--- src/rtl/pipe_stall_controller_if.sv ---
// Bundle between the ID-stage decode/forwarding logic and the stall controller.
// slave: controller side (decode fields in, pipeline controls out); master: driver side.
interface pipe_stall_controller_if;
   logic [3:0]  opcode_id;
   logic [3:0]  id_op1;
   logic [3:0]  id_op2;
   logic        id_uses_op2;
   logic        id_is_halt;
   logic [3:0]  opcode_ex;
   logic [3:0]  ex_op1;
   logic [1:0]  hazard_detected;
   logic        branch_taken;
   logic        pc_we;
   logic        ifid_we;
   logic        ifid_flush;
   logic        idex_bubble;
   logic        halted;
   logic [15:0] stall_count;
   logic [15:0] flush_count;

   modport master (
      output opcode_id, id_op1, id_op2, id_uses_op2, id_is_halt,
      output opcode_ex, ex_op1, hazard_detected, branch_taken,
      input  pc_we, ifid_we, ifid_flush, idex_bubble, halted,
      input  stall_count, flush_count
   );

   modport slave (
      input  opcode_id, id_op1, id_op2, id_uses_op2, id_is_halt,
      input  opcode_ex, ex_op1, hazard_detected, branch_taken,
      output pc_we, ifid_we, ifid_flush, idex_bubble, halted,
      output stall_count, flush_count
   );
endinterface

--- src/rtl/pipe_stall_controller.sv ---
// Pipeline interlock/flush controller: load-use and branch-compare stalls, taken-branch
// flush, HALT freeze. Ports: clk, rst_n (async, active low), bus (slave modport).
// Optional perf counters enabled by defining PIPE_PERF_CNT_EN; otherwise tied to zero.
module pipe_stall_controller (
   input  logic                    clk,
   input  logic                    rst_n,
   pipe_stall_controller_if.slave  bus
);

   typedef enum logic [1:0] {
      RUN    = 2'd0,
      BSTALL = 2'd1,
      HALT   = 2'd2
   } state_t;

   state_t state, state_nxt;

   logic ex_is_load;
   logic id_is_branch;
   logic load_use;
   logic br_dep;
   logic stall;
   logic flush;

   assign ex_is_load = (bus.opcode_ex == 4'b0100) ||
                       (bus.opcode_ex == 4'b0110);
   assign id_is_branch = (bus.opcode_id[3:2] == 2'b10);
   assign load_use = ex_is_load &&
                     ((bus.ex_op1 == bus.id_op1) ||
                      (bus.id_uses_op2 && (bus.ex_op1 == bus.id_op2)));
   assign br_dep = id_is_branch && bus.hazard_detected[1] &&
                   (bus.ex_op1 == bus.id_op1) &&
                   (bus.opcode_ex != 4'b0000);

   // EX-operand hazards are resolved by forwarding; never a stall source
   logic unused_haz0;
   assign unused_haz0 = bus.hazard_detected[0];

   // state register
   always_ff @(posedge clk or negedge rst_n) begin
      if (!rst_n) state <= RUN;
      else        state <= state_nxt;
   end

   // next state
   always_comb begin
      state_nxt = state;
      unique case (state)
         RUN: begin
            if (br_dep && ex_is_load)      state_nxt = BSTALL;
            else if (br_dep || load_use)   state_nxt = RUN;
            else if (bus.id_is_halt)       state_nxt = HALT;
            else                           state_nxt = RUN;
         end
         BSTALL:  state_nxt = RUN;
         HALT:    state_nxt = HALT;
         default: state_nxt = RUN;
      endcase
   end

   // outputs; stall has priority so a branch is never flushed while stalled
   always_comb begin
      stall = 1'b0;
      flush = 1'b0;
      unique case (state)
         RUN: begin
            if (br_dep || load_use || bus.id_is_halt) stall = 1'b1;
            else if (bus.branch_taken)                flush = 1'b1;
         end
         BSTALL:  stall = 1'b1;
         HALT:    stall = 1'b1;
         default: stall = 1'b1;
      endcase
   end

   // reset forces the stall pattern without waiting for an edge
   assign bus.pc_we       = rst_n & ~stall;
   assign bus.ifid_we     = rst_n & ~stall;
   assign bus.ifid_flush  = rst_n & flush;
   assign bus.idex_bubble = ~rst_n | stall;
   assign bus.halted      = rst_n & (state == HALT);

`ifdef PIPE_PERF_CNT_EN
   logic [15:0] stall_cnt;
   logic [15:0] flush_cnt;
   logic        stall_inc;

   assign stall_inc = ~bus.pc_we && (state != HALT);

   always_ff @(posedge clk or negedge rst_n) begin
      if (!rst_n) begin
         stall_cnt <= 16'h0000;
         flush_cnt <= 16'h0000;
      end else begin
         if (stall_inc && (stall_cnt != 16'hFFFF))
            stall_cnt <= stall_cnt + 16'd1;
         if (bus.ifid_flush && (flush_cnt != 16'hFFFF))
            flush_cnt <= flush_cnt + 16'd1;
      end
   end

   assign bus.stall_count = stall_cnt;
   assign bus.flush_count = flush_cnt;
`else
   assign bus.stall_count = 16'h0000;
   assign bus.flush_count = 16'h0000;
`endif

endmodule

--- src/flat_wrapper.sv ---
// flat-port wrapper written by rule: the top's interface ports become plain ports
module pipe_stall_controller_flat 
  (clk, rst_n, bus_opcode_id, bus_id_op1, bus_id_op2, bus_id_uses_op2, bus_id_is_halt, bus_opcode_ex, bus_ex_op1, bus_hazard_detected, bus_branch_taken, bus_pc_we, bus_ifid_we, bus_ifid_flush, bus_idex_bubble, bus_halted, bus_stall_count, bus_flush_count);
  pipe_stall_controller_if bus_i ();
  input  logic clk;
  input  logic rst_n;
  input wire logic [$bits(bus_i.opcode_id)-1:0] bus_opcode_id;
  input wire logic [$bits(bus_i.id_op1)-1:0] bus_id_op1;
  input wire logic [$bits(bus_i.id_op2)-1:0] bus_id_op2;
  input wire logic [$bits(bus_i.id_uses_op2)-1:0] bus_id_uses_op2;
  input wire logic [$bits(bus_i.id_is_halt)-1:0] bus_id_is_halt;
  input wire logic [$bits(bus_i.opcode_ex)-1:0] bus_opcode_ex;
  input wire logic [$bits(bus_i.ex_op1)-1:0] bus_ex_op1;
  input wire logic [$bits(bus_i.hazard_detected)-1:0] bus_hazard_detected;
  input wire logic [$bits(bus_i.branch_taken)-1:0] bus_branch_taken;
  output wire logic [$bits(bus_i.pc_we)-1:0] bus_pc_we;
  output wire logic [$bits(bus_i.ifid_we)-1:0] bus_ifid_we;
  output wire logic [$bits(bus_i.ifid_flush)-1:0] bus_ifid_flush;
  output wire logic [$bits(bus_i.idex_bubble)-1:0] bus_idex_bubble;
  output wire logic [$bits(bus_i.halted)-1:0] bus_halted;
  output wire logic [$bits(bus_i.stall_count)-1:0] bus_stall_count;
  output wire logic [$bits(bus_i.flush_count)-1:0] bus_flush_count;
  assign bus_i.opcode_id = bus_opcode_id;
  assign bus_i.id_op1 = bus_id_op1;
  assign bus_i.id_op2 = bus_id_op2;
  assign bus_i.id_uses_op2 = bus_id_uses_op2;
  assign bus_i.id_is_halt = bus_id_is_halt;
  assign bus_i.opcode_ex = bus_opcode_ex;
  assign bus_i.ex_op1 = bus_ex_op1;
  assign bus_i.hazard_detected = bus_hazard_detected;
  assign bus_i.branch_taken = bus_branch_taken;
  assign bus_pc_we = bus_i.pc_we;
  assign bus_ifid_we = bus_i.ifid_we;
  assign bus_ifid_flush = bus_i.ifid_flush;
  assign bus_idex_bubble = bus_i.idex_bubble;
  assign bus_halted = bus_i.halted;
  assign bus_stall_count = bus_i.stall_count;
  assign bus_flush_count = bus_i.flush_count;
  pipe_stall_controller u_core (.clk(clk), .rst_n(rst_n), .bus(bus_i));
endmodule
--- config.mk ---
export PLATFORM = sky130hd
export DESIGN_NAME = pipe_stall_controller_flat
export DESIGN_NICKNAME = d
export VERILOG_FILES = /design/src/rtl/pipe_stall_controller_if.sv /design/src/rtl/pipe_stall_controller.sv /design/src/flat_wrapper.sv
export SDC_FILE = /design/constraint.sdc
export NUM_CORES = 1
export LEC_CHECK = 0
export ABC_AREA = 1
export CORE_MARGIN = 5
export CORE_UTILIZATION = 24
export DETAILED_ROUTE_END_ITERATION = 10
export PLACE_DENSITY = 0.83
export SLEW_MARGIN = 10
export SYNTH_ARGS = -nofsm -noshare
export SYNTH_HDL_FRONTEND = slang
export SYNTH_SLANG_ARGS = --single-unit
--- constraint.sdc ---
create_clock -name clk -period 1.4 [get_ports clk]
set_input_delay 0.35 -clock clk [delete_from_list [all_inputs] [get_ports clk]]
set_output_delay 0.35 -clock clk [all_outputs]
set_load 0.01 [all_outputs]
==> impl_results.md <==
* Worst path slowest cell: dfrtp_1
* Peak VDD IR at 0.156 mV
* Max_cap viols at 0
* Die X at 58.3 um
* Clock transition at path regs at 30 ps
* Clock Latency Late Sink at 220 ps
* First-pass GRT wire length at 2090 um
* Max Slew Vio Count at 0
* Die ar. at 3400 sq um
* Pre-antenna DRT Iters at 2
* Non-Filler Cell Area, Final at 933 sq um
* Final setup margin at -305 ps
* Max incr delay on CP at 380 ps
* WS Path Type: flop to output pin
* Critical Path AT at 1350 ps
* CP startpoint kind: flop
* Largest register by flop count: u_core.state
* Clk sinks at 2
* Die height at 58.3 um
* F_max at 587 MHz
* Status: finished, violations left
* Site Rows at 17
* Most common cell after layout, fill and taps aside: conb_1
* Critical-path cell list: nor2_1 -> inv_1 -> nor3_2 -> buf_4 -> nand2_4 -> buf_4 -> buf_6
* Total track usage at 0.0823
* Iter 0 DRT Violations at 3
* Commonest cells after routing, fill and taps aside: conb_1 (32), nand2_1 (20), buf_6 (17)
* Total Nets Final at 171
* Most used cell, CP: buf_4
* Share of cells above drive strength 1 at 0.465
* Largest net degree at the start of global routing at 4
* HPWL Detailed at 1140 um
* Initial antenna violation count at 0
* Area growth syn-to-layout at 66.9%
* CTS buffer count at 3
* Clk_skew at 3.62 ps
* Final period util at 1.22
* Vias in the first global route at 549
* Distinct cells, synth at 14
* CTS Root Cell: clkbuf_4
* Leakage at 0.561 nW
* Regs by FF count: u_core.state x2
* Seq cells post-synth at 2
* Diodes inserted at 0
* RSZ-0062 raised after global routing: yes
* IO Count at 64
* Dpl ws at -994 ps
* TritonCTS clock tree: done
* Total grt overflow at 0
* Post-DR vias/cell at 3.54
* Max FFs per register at 2
* GP Congestion at 0.782
* Cell Pwr Density at 382 nW/um^2
* Synth warnings at 0
* Total core area at 2210 sq um
* DRC errors left at 0
* Bufs on Longest Clock Path at 2
* Port Buf Inserts at 28
* Hold WC Path Type: input port to async pin
* Final setup fails at 5
* Wirelength, routed at 1540 um
* Minimum clock period at 1700 ps
* CP max FO at 3
* DR vias at 602
* Critical Path End Type: output pin
* CP required at 1050 ps
* Final hold vios at 0
* Hold Buf Count CTS at 0
* Kind of cell adding the most delay to the critical path: buffers and inverters
* Register area share after synthesis at 0.0895
* Synthesized area at 559 sq um
* Synthesized area per cell at 5.77 sq um
* Synth Instances at 97
* Failing checks: setup timing
* Initial Utilization at 0.253
* Routed Antenna Nets at 0
* Routed WL per cell at 9.07 um
* Worst path buffer plus inverter count at 4
* H-tree levels at 1
* Placed inst area at 793 sq um
==> cell usage after synthesis <==
master    number  area, sq um
a21oi_2        1         8.76
nand2_2        2         12.5
o21ai_0        2         10.0
nor2_2         2         12.5
nor2_1         8         30.0
dfrtp_1        2         50.1
nand2_1       24         90.1
buf_4         33          248
clkinv_1       1         3.75
inv_1         15         56.3
conb_1         1         3.75
nor3_1         2         10.0
xor2_1         1         8.76
nand3_1        3         15.0
==> layer usage <==
layer	vias up	GRT usage	routed length [um]
li1	313	-	-
met1	248	0.0791	439
met2	35	0.136	852
met3	6	0.0267	204
met4	0	0.0795	46
met5	-	0	0
==> metrics by stage <==
step / hold WS [ps] / power, mW / std cells / util / setup TNS (ps)
2_1_floorplan: 54.4 / 0.206 / 128 / - / 0
3_3_place_gp: 604 / 0.221 / 156 / 0.359 / -4620
3_5_place_dp: 604 / 0.222 / 156 / 0.359 / -4730
4_1_cts: 174 / 0.344 / 169 / 0.398 / -858
5_1_grt: 184 / 0.389 / 170 / 0.422 / -1650
6_report: 172 / 0.356 / 170 / 0.422 / -1120
==> repair_timing <==
action                                  4_1_cts  5_1_grt
buffers inserted                             10        3
endpoints found under the setup margin        6        6
pin swaps                                    27       11
gates resized for setup                     115       15
==> area by class of cell <==
class	instances	area [sq um]
sequential	2	50.0
multi-input combinational	77	374
clock buffer	3	22.5
inverter	16	68.8
tap	28	35.0
fill	247	1280
timing repair buffer	44	383
==> final timing paths <==
path / cells after the start / to / slack [ps] / from
worst max register to register: 6 / u_core.state[0] / 210 / u_core.state[1]
worst min-delay path: 2 / u_core.state[0] / 170 / rst_n
worst max-delay path: 7 / bus_idex_bubble / -300 / u_core.state[1]
worst min register to register: 3 / u_core.state[1] / 670 / u_core.state[1]
min in group clk: 3 / u_core.state[0] / 460 / bus_opcode_ex[2]
max in group asynchronous: 2 / u_core.state[1] / 1140 / rst_n
==> worst register-to-register path, cell delays in order, from the launching register on <==
cell,delay [ps]
dfrtp_1,380
nor2_1,120
inv_1,70
buf_4,130
buf_4,120
buf_4,130
nor3_4,170
==> cells by family after synthesis <==
family          synth area share
other cells              0.00670
xor+xnor                  0.0157
simple gates               0.304
buf+inv                    0.550
compound gates            0.0336
flops                     0.0895
==> report_power, final <==
group	internal [mW]	switching, mW	leakage, nW
clock network	0.0943	0.0307	0.0138
logic	0.0742	0.0987	0.525
registers	0.0583	0.000000000144	0.0227
No activity file was read; power rests on OpenSTA's default activity.
